==> src/rtl/ifu_prefetch_if.sv <==
// Instruction-bus interface between the prefetch unit (master) and instruction memory (slave).
// One outstanding request at a time; responses return in order with no back-pressure.
interface ifu_prefetch_if;
  logic        req;
  logic [31:0] addr;
  logic        rvalid;
  logic [31:0] rdata;

  modport master (output req, addr, input rvalid, rdata);
  modport slave  (input req, addr, output rvalid, rdata);
endinterface

==> src/rtl/ifu_prefetch.sv <==
// Instruction fetch unit: sequential prefetch into an in-order FIFO, redirect/flush, DRAIN of stale responses.
// Optional IFU_PERF_EN adds perf_fetches / perf_redirects counters.
module ifu_prefetch #(
  parameter int unsigned FIFO_DEPTH = 4,
  parameter logic [31:0] RESET_PC   = 32'h0000_0000
) (
  input  logic        clk,
  input  logic        rst_n,
  output logic        instr_valid,
  input  logic        instr_ready,
  output logic [31:0] instr_rdata,
  output logic [31:0] instr_pc,
  input  logic        branch,
  input  logic        relative_jump,
  input  logic        absolute_jump,
  input  logic [31:0] rf_rdata,
  input  logic [31:0] imm,
  ifu_prefetch_if.master ibus
`ifdef IFU_PERF_EN
  ,
  output logic [31:0] perf_fetches,
  output logic [31:0] perf_redirects
`endif
);

  localparam int unsigned PTR_W = $clog2(FIFO_DEPTH);
  localparam int unsigned CNT_W = PTR_W + 1;

  typedef enum logic {RUN, DRAIN} state_t;

  typedef struct packed {
    logic [31:0] pc;
    logic [31:0] rdata;
  } entry_t;

  entry_t            fifo_mem [FIFO_DEPTH];
  logic [PTR_W-1:0]  rptr, wptr;
  logic [CNT_W-1:0]  count, count_n;
  state_t            state, state_n;
  logic              outstanding, outstanding_n;
  logic [31:0]       fetch_pc, req_pc, target;
  logic              req_q, redirect, push, pop;

  assign redirect = (state == RUN) && (branch || relative_jump || absolute_jump);
  assign ibus.req  = req_q && !redirect;
  assign ibus.addr = fetch_pc;
  assign push     = ibus.rvalid && (state == RUN) && !redirect;
  assign pop      = instr_valid && instr_ready && !redirect;

  assign instr_valid = (count != '0);
  assign instr_rdata = instr_valid ? fifo_mem[rptr].rdata : 32'h0;
  assign instr_pc    = instr_valid ? fifo_mem[rptr].pc    : 32'h0;

  always_comb begin
    target = (rf_rdata + imm) & ~32'h1;
    if (branch || relative_jump) target = instr_pc + imm;
  end

  // Next values of the control state; req for the next cycle is decided from these.
  always_comb begin
    state_n       = state;
    outstanding_n = outstanding;
    count_n       = count;
    if (state == DRAIN) begin
      if (ibus.rvalid) begin
        state_n       = RUN;
        outstanding_n = 1'b0;
      end
    end else if (redirect) begin
      count_n = '0;
      if (outstanding && !ibus.rvalid) state_n = DRAIN;
      else                             outstanding_n = 1'b0;
    end else begin
      if (ibus.rvalid) outstanding_n = 1'b0;
      if (ibus.req)    outstanding_n = 1'b1;
      count_n = count + CNT_W'(push) - CNT_W'(pop);
    end
  end

  always_ff @(posedge clk or negedge rst_n) begin
    if (!rst_n) begin
      state       <= RUN;
      outstanding <= 1'b0;
      count       <= '0;
      req_q       <= 1'b0;
      fetch_pc    <= RESET_PC;
      req_pc      <= RESET_PC;
      rptr        <= '0;
      wptr        <= '0;
    end else begin
      state       <= state_n;
      outstanding <= outstanding_n;
      count       <= count_n;
      req_q       <= (state_n == RUN) && !outstanding_n && (count_n < CNT_W'(FIFO_DEPTH));
      if (redirect) begin
        fetch_pc <= target;
        rptr     <= '0;
        wptr     <= '0;
      end else begin
        if (ibus.req) begin
          fetch_pc <= fetch_pc + 32'd4;
          req_pc   <= fetch_pc;
        end
        if (push) wptr <= wptr + PTR_W'(1);
        if (pop)  rptr <= rptr + PTR_W'(1);
      end
    end
  end

  // Storage needs no reset: instr_valid gates every read.
  always_ff @(posedge clk) begin
    if (push) fifo_mem[wptr] <= '{pc: req_pc, rdata: ibus.rdata};
  end

`ifdef IFU_PERF_EN
  always_ff @(posedge clk or negedge rst_n) begin
    if (!rst_n) begin
      perf_fetches   <= 32'h0;
      perf_redirects <= 32'h0;
    end else begin
      if (push)     perf_fetches   <= perf_fetches + 32'd1;
      if (redirect) perf_redirects <= perf_redirects + 32'd1;
    end
  end
`endif

  redirect_needs_valid: assert property (@(posedge clk) disable iff (!rst_n)
    ((state == RUN) && (branch || relative_jump || absolute_jump)) |-> instr_valid);

endmodule
==> src/flat_wrapper.sv <==
// flat-port wrapper written by rule: the top's interface ports become plain ports
module ifu_prefetch_flat 
#(
  parameter int unsigned FIFO_DEPTH = 4,
  parameter logic [31:0] RESET_PC   = 32'h0000_0000
)
  (clk, rst_n, instr_valid, instr_ready, instr_rdata, instr_pc, branch, relative_jump, absolute_jump, rf_rdata, imm, ibus_req, ibus_addr, ibus_rvalid, ibus_rdata);
  ifu_prefetch_if ibus_i ();
  input  logic clk;
  input  logic rst_n;
  output logic instr_valid;
  input  logic instr_ready;
  output logic [31:0] instr_rdata;
  output logic [31:0] instr_pc;
  input  logic branch;
  input  logic relative_jump;
  input  logic absolute_jump;
  input  logic [31:0] rf_rdata;
  input  logic [31:0] imm;
  output wire logic [$bits(ibus_i.req)-1:0] ibus_req;
  output wire logic [$bits(ibus_i.addr)-1:0] ibus_addr;
  input wire logic [$bits(ibus_i.rvalid)-1:0] ibus_rvalid;
  input wire logic [$bits(ibus_i.rdata)-1:0] ibus_rdata;
  assign ibus_req = ibus_i.req;
  assign ibus_addr = ibus_i.addr;
  assign ibus_i.rvalid = ibus_rvalid;
  assign ibus_i.rdata = ibus_rdata;
  ifu_prefetch #(.FIFO_DEPTH(FIFO_DEPTH), .RESET_PC(RESET_PC)) u_core (.clk(clk), .rst_n(rst_n), .instr_valid(instr_valid), .instr_ready(instr_ready), .instr_rdata(instr_rdata), .instr_pc(instr_pc), .branch(branch), .relative_jump(relative_jump), .absolute_jump(absolute_jump), .rf_rdata(rf_rdata), .imm(imm), .ibus(ibus_i));
endmodule
==> config.mk <==
export PLATFORM = sky130hd
export DESIGN_NAME = ifu_prefetch_flat
export DESIGN_NICKNAME = d
export VERILOG_FILES = /design/src/rtl/ifu_prefetch_if.sv /design/src/rtl/ifu_prefetch.sv /design/src/flat_wrapper.sv
export SDC_FILE = /design/constraint.sdc
export NUM_CORES = 1
export LEC_CHECK = 0
export BUFFER_PORTS_ARGS = -buffer_cell sky130_fd_sc_hd__buf_4
export CORE_MARGIN = 3
export CORE_UTILIZATION = 30
export CTS_CLUSTER_SIZE = 40
export DETAILED_ROUTE_END_ITERATION = 12
export PLACE_DENSITY = 0.48
export SYNTH_ARGS = -nofsm -noshare
export SYNTH_HDL_FRONTEND = slang
export SYNTH_SLANG_ARGS = --single-unit
==> constraint.sdc <==
create_clock -name clk -period 4.63 [get_ports clk]
set_input_delay 0.463 -clock clk [delete_from_list [all_inputs] [get_ports clk]]
set_output_delay 0.463 -clock clk [all_outputs]
set_load 0.01 [all_outputs]
==> results by group, run 1 <==
Status
  • Status: finished clean

Timing
  • Final hold vios: 0
  • Worst setup margin: 0.399 ns
  • Count of final setup violators: 0
  • Relative slew slack: a little over a third
  • Final Slew Violations: 0
  • RSZ-0062 raised after global routing: no
  • Setup TNS: 0 ns
  • Fmax: approximately 240 MHz
  • Final worst path period share: about nine tenths
  • Worst Skew: between 0.02 and 0.025 ns
  • Tmin final: between 4 and 5 ns
  • Worst-margin pin slew: 0.957 ns
  • Hold slack: ~0.11 ns

CTS
  • CTS tree: done
  • CTS root buffer: clkbuf_16
  • CTS H-tree depth: 2
  • CTS Sinks: 330
  • Max clock buf depth: 3
  • CTS Buf Count: 39
  • Postcts setup bufs: 0
  • CTS resizes: 0
  • Reg clk slew, reported paths: roughly 0.06 ns
  • Worst-skew pair later-pin latency: 0.55 ns

Drt
  • Total Wirelength: 44800 µm
  • Remaining DRCs: 0
  • Detailed-route via count: ~10000
  • Average vias per placed instance: about 5.0
  • Detailed Route Iter0 Violations: between 500 and 600
  • Wire per inst: approximately 21 µm
  • ANT nets after route: 0
  • First-pass DRT Iterations: 5

Min path
  • Hold endpoint: u_core.state
  • Min-Delay Path Class: primary input to flop
  • Hold Startpoint: ibus_rvalid
  • Hold depth: 2

Synth
  • Gate count after technology mapping: between 1000 and 1500
  • Cell taking the most area after synthesis: edfxtp_1
  • Mean post-synth cell area: 14.1 µm²
  • Ranking of synthesized cells by area: edfxtp_1, dfrtp_1, mux4_2, ha_1, and2_1
  • Top cells by count, synth: edfxtp_1, and2_1, dfrtp_1
  • EDFF count, synth: 256
  • Most frequent cell after synthesis: edfxtp_1
  • Mapped Area: ~0.016 mm²
  • Synth top area share: 47.3%
  • Synthesis warning total: 0
  • Synth Flop Type: edfxtp_1
  • Yosys cell types: 63
  • Share of flip-flops with an asynchronous set or reset: roughly 22%
  • Post-Synthesis Net Count: ~1300
  • Register area share after synthesis: 58.7%
  • #FFs+latches synth: 330

Setup path
  • Critical path arrival: between 4 and 5 ns
  • Reg-to-reg endpoint: u_core.ibus.addr[26]
  • CP required: around 5.1 ns
  • Worst-path fanout max: 12
  • Setup crit start kind: flop
  • Cell count of the worst reg-to-reg path: 14
  • CP Class: flop to flop
  • Worst Setup End Kind: flop
  • FF-to-FF Start: u_core.rptr[0]
  • Reg2reg setup slack: 0.40 ns

Final layout
  • Nets: between 1500 and 2000
  • Fraction of layout cells with a size suffix above 1: 28.2%
  • P&R area growth vs syn: 22.7%
  • # diodes: 0
  • Core Util, Final: a little under two fifths

Global routing
  • Initial antenna violation count: 0
  • GRT Total Usage: approximately 16%
  • Grt ovf: 0
  • First-pass GRT wire length: 67400 µm
  • Vias in the first global route: around 11000
  • Largest net degree at the start of global routing: 46

Floorplan
  • Placeable Area: approximately 0.053 mm²
  • DIE AREA: about 0.057 mm²
  • Die width: about 240 µm
  • FP Rows: 84
  • Boundary pin count: ~200
  • Die Span Y: ~240 µm
  • Initial core utilization: between 30 and 40%

Placement
  • Dpl ws: 0.436 ns
  • DP HPWL: slightly above 30000 µm
  • Routability Congestion: around 0.82
  • Port Buf Inserts: 200

Run
  • Max-Cap Viols: 0

Pwr
  • Leak: 7.61 nW
  • Pwr Density: ~390 mW/mm²
  • Max rail drop VDD: 0.241 mV
-- routing by layer --
metal | part of all wire, % | vias to the layer above | global-route usage [%]
li1 | - | 4891 | -
met1 | 44 | 5303 | 20.3
met2 | 50 | 196 | 26.5
met3 | 4.0 | 65 | 3.01
met4 | 2.4 | 0 | 4.67
met5 | 0 | - | 0
-- cells in the final DEF (no fill, tap or decap), types with 6 or more instances in the layout --
master	n
nor2_1	42
a31oi_1	9
nor3_1	7
buf_4	214
or2_2	6
and3_1	14
o22ai_1	10
nand4_1	14
nand2_1	65
clkbuf_16	40
and2_1	73
a21o_1	36
mux2_2	32
xnor2_1	45
ha_1	68
nand3_1	18
mux4_2	64
o211ai_1	11
clkinv_1	6
inv_1	15
a21oi_1	68
dfrtp_1	72
nor2b_1	6
o21a_1	7
o21ai_0	39
a211oi_1	17
edfxtp_1	256
xor2_1	41
clkbuf_1	10
-- area by class of cell --
| class | instances | area, µm² |
|---|---|---|
| Clock buffer | 54 | 1090 |
| Clock inverter | 18 | 184 |
| Fill cell | 5061 | 33100 |
| Inverter | 15 | 56.3 |
| Multi-Input combinational cell | 762 | 6500 |
| Sequential cell | 330 | 9550 |
| Tap cell | 688 | 861 |
| Timing Repair Buffer | 219 | 1700 |
-- sequential cells by signal, indices dropped and copies added, names as in the netlist --
signal              count
u_core.fifo_mem       256
u_core.ibus.addr       32
u_core.req_pc          32
u_core.count            3
u_core.rptr             2
u_core.wptr             2
u_core.outstanding      1
u_core.req_q            1
u_core.state            1
-- report_power, final --
| part | total [mW] | switching, mW | internal [mW] |
|---|---|---|---|
| registers | 3.88 | 0.292 | 3.59 |
| logic | 0.930 | 0.470 | 0.461 |
| clock network | 3.05 | 1.22 | 1.83 |
-- cells by family after synthesis --
group / Yosys count / synth area share (%)
simple gates: 271 / 8.72
buf+inv: 59 / 1.37
mux: 101 / 11.4
compound gates: 233 / 9.58
flops: 330 / 58.7
xor+xnor: 86 / 4.64
fa+ha+maj: 71 / 5.61
-- worst max-delay path, stage by stage (launching register included) --
cell	delay (ns)
dfrtp_4	0.57
mux4_2	0.52
and2_1	0.19
ha_1	0.21
fa_1	0.41
a21oi_1	0.18
nand4b_1	0.16
nand3_1	0.14
a41oi_1	0.33
o21ai_0	0.23
a41o_1	0.37
a21oi_1	0.25
o21bai_1	0.11
xnor2_1	0.13
a222oi_1	0.32
-- what timing repair did --
| action | 4_1_cts | 5_1_grt |
|---|---|---|
| endpoints found under the hold margin | 29 | 0 |
| hold buffers | 1 | 0 |
| setup endpoints to repair | 0 | 0 |
-- worst max path at each step --
stage                     cells after the start            from                   end  slack [ns]
after CTS                                    14  u_core.rptr[0]  u_core.ibus.addr[29]        0.41
after floorplan                              15  u_core.rptr[0]  u_core.ibus.addr[26]        0.17
after detailed placement                     14  u_core.rptr[0]  u_core.ibus.addr[29]        0.44
after global routing                         14  u_core.rptr[0]  u_core.ibus.addr[26]        0.07
after global placement                       14  u_core.rptr[0]  u_core.ibus.addr[29]        0.45
final                                        14  u_core.rptr[0]  u_core.ibus.addr[26]        0.40
-- per-stage QoR --
step                      instances  power (mW)  cell area [µm²]
after floorplan                1151        4.40            16300
after global placement         2013        4.85            18700
after detailed placement       2013        4.88            18700
after CTS                      2086        7.98            19900
after global routing           2086        8.23            19900
final                          2086        7.86            19900
Power figures use the tool's default switching activity.
==> run 2, diff against run 1 <==
Settings changed: CORE_UTILIZATION 30 to 35, PLACE_DENSITY 0.48 to 0.55.
==> run 2 against run 1 <==
Sequential cell count stayed put. Via count increased by 0.58%. Largest cell class unchanged. Register-to-register slack lost 0.06 ns. Highest routed layer unchanged. Fmax down 1.4%.
==> results by group, run 2 (synthesis results as in run 1) <==
Pwr
  • Pwr Density: 383 mW/mm² (-2.8%)
  • Pwr Total: 7.55 mW (-3.9%)
  • Leak: 7.55 nW (-0.73%)
  • Max rail drop VDD: 0.290 mV (+20%)

Global routing
  • Vias in the first global route: 11100 (+1.2%)
  • Grt ovf: 0 (unchanged)
  • Initial antenna violation count: 0 (unchanged)
  • GRT Total Usage: 16.8% (+1.2 points)
  • Largest net degree at the start of global routing: 45 (-2.2%)
  • First-pass GRT wire length: 64700 µm (-4.1%)

Drt
  • Detailed-route via count: 10500 (+0.58%)
  • Average vias per placed instance: 5.27 (+5.2%)
  • Wire per inst: 21.1 µm (-1.6%)
  • Met2 routed WL: 21000 µm (-6.3%)
  • First-pass DRT Iterations: 5 (unchanged)
  • Top Layer Used: met4
  • Detailed Route Iter0 Violations: 555 (-3.1%)
  • Remaining DRCs: 0 (unchanged)
  • Metal1 wirelength: 18300 µm (-6.3%)
  • Total Wirelength: 42200 µm (-5.9%)
  • Length of routed met3 wiring: 2010 µm (+11%)
  • ANT nets after route: 0 (unchanged)

Floorplan
  • DIE AREA: 0.0491 mm² (-14%)
  • Boundary pin count: 201 (unchanged)
  • Placeable Area: 0.0456 mm² (-14%)
  • Die width: 221 µm (-7.2%)
  • Die Span Y: 221 µm (-7.2%)
  • FP Rows: 78 (-7.1%)
  • Initial core utilization: 35.7% (+5.0 points)

Timing
  • RSZ-0062 raised after global routing: no
  • Final hold vios: 0 (unchanged)
  • Fmax: 233 MHz (-1.4%)
  • Worst-margin pin slew: 1.05 ns (+0.0917 ns)
  • Count of final setup violators: 0 (unchanged)
  • Final Slew Violations: 0 (unchanged)
  • Tmin final: 4.29 ns (+0.0599 ns)
  • Worst setup margin: 0.339 ns (-0.0599 ns)
  • Setup TNS: 0 ns (unchanged)
  • Final worst path period share: 92.7% (+1.3 points)
  • Relative slew slack: 29.4% (-6.6 points)
  • Worst Skew: 0.0184 ns (-0.00205 ns)

Status
  • Status: finished clean

CTS
  • CTS resizes: 0 (unchanged)
  • CTS root buffer: clkbuf_16
  • Max clock buf depth: 3 (unchanged)
  • CTS H-tree depth: 2 (unchanged)
  • CTS Buf Count: 37 (-5.1%)
  • CTS Sinks: 330 (unchanged)
  • CTS tree: done
  • Worst-skew pair later-pin latency: 0.52 ns (-0.03 ns)
  • Reg clk slew, reported paths: 0.06 ns (about the same)

Setup path
  • Crit path launch: u_core.rptr[0]
  • Worst-path fanout max: 12 (unchanged)
  • Worst path most repeated cell: a21oi_1
  • Highest cell delay on the worst timing path: 0.58 ns (about the same)
  • Setup crit start kind: flop
  • Critical-path cell list: mux4_2 > and2_1 > ha_1 > fa_1 > a21oi_1 > nand4b_1 > nand3_1 > a41oi_1 > o21ai_0 > a41o_1 > a21oi_1 > o21bai_1 > xnor2_1 > a222oi_1
  • CP max stage cell: dfrtp_4
  • Worst Setup End Kind: flop
  • CP Class: flop to flop
  • CP required: 5.04 ns (-0.03 ns)
  • Critical path arrival: 4.70 ns (+0.03 ns)
  • FF-to-FF Start: u_core.rptr[0]

Placement
  • Placed instance area: 0.0186 mm² (-0.50%)
  • Dpl ws: 0.391 ns (-0.0444 ns)
  • Routability Congestion: 0.870 (+6.0%)
  • DP HPWL: 29500 µm (-4.5%)
  • Port Buf Inserts: 200 (unchanged)

Final layout
  • # diodes: 0 (unchanged)
  • Core Util, Final: 43.3% (+5.7 points)
  • P&R area growth vs syn: 21.4%
  • Register name with the most flops: u_core.fifo_mem
  • Max reg flops: 256 (unchanged)
  • Nets: 1540 (-0.065%)
  • Fraction of layout cells with a size suffix above 1: 28.3% (+0.15 points)
  • Most frequent cells in the layout: edfxtp_1, buf_4, and2_1, dfrtp_1
  • Commonest non-fill, non-tap cell in the layout: edfxtp_1
  • Final Cell Area: 0.0197 mm² (-1.1%)

Min path
  • Hold Startpoint: ibus_rvalid
  • Min-Delay Path Class: primary input to flop

Run
  • Max-Cap Viols: 0 (unchanged)
## run 2: cell count changes in the layout (fill, tap and decap cells not counted), sizes merged
cell | before | now
buf | 218 | 219
bufinv | 3 | 0
clkbuf | 54 | 53
clkinv | 14 | 9
clkinvlp | 0 | 2
inv | 16 | 18
## run 2: power breakdown
| group | internal, mW | leakage, nW | total (mW) | switching [mW] |
|---|---|---|---|---|
| Sequential | 3.58 | 3.19 | 3.88 | 0.293 |
| Clock | 1.60 | 0.562 | 2.75 | 1.15 |
| Combinational | 0.460 | 3.81 | 0.923 | 0.462 |
| Total | 5.64 | 7.55 | 7.55 | 1.91 |
## run 2: what timing repair did
action | in CTS | in global routing
hold buffers | 1 | 0
buffers inserted | 0 | 0
setup endpoints to repair | 0 | 0
hold endpoints to repair | 39 | 0
## run 2: worst paths after layout
path                       slack [ns]  depth (start not counted)                endpoint
max                              0.34                         14    u_core.ibus.addr[26]
min                              0.15                          2            u_core.state
max reg2reg                      0.34                         14    u_core.ibus.addr[26]
min reg2reg                      0.50                          0  u_core.fifo_mem[1][46]
max in group asynchronous        3.19                          3    u_core.ibus.addr[25]
min in group asynchronous        0.52                          2     u_core.ibus.addr[0]
## run 2: critical path, delay by kind of cell (launching register included)
family                     cells  cell delay (ns)
adders and majority gates      2             0.62
and+or+nand+nor                3             0.49
xor gates and xnor gates       1             0.14
AOI/OAI and AO/OA              7             1.82
DFF                            1             0.58
muxes                          1             0.53
## run 2: layout make-up
class / instances / area (µm²)
fillers: 4182 / 25900
flip-flops and latches: 330 / 9540
multi-input cells: 762 / 6500
repair buffers: 220 / 1720
clock buffers: 53 / 1060
well taps: 600 / 751
clock inverters: 14 / 91.3
inverters: 15 / 56.3
## run 2: through the flow
step,std cells,hold WS [ns]
after floorplan,1151,0.167
after CTS,1994,0.112
final,1994,0.146
after detailed placement,1926,0.500
after global routing,1994,0.124
after global placement,1926,0.486
## run 2: routing by layer
layer  track usage [%]  vias up
li1                  -     4889
met1              22.0     5336
met2              29.0      233
met3              3.13       58
met4              4.09        0
met5                 0        -
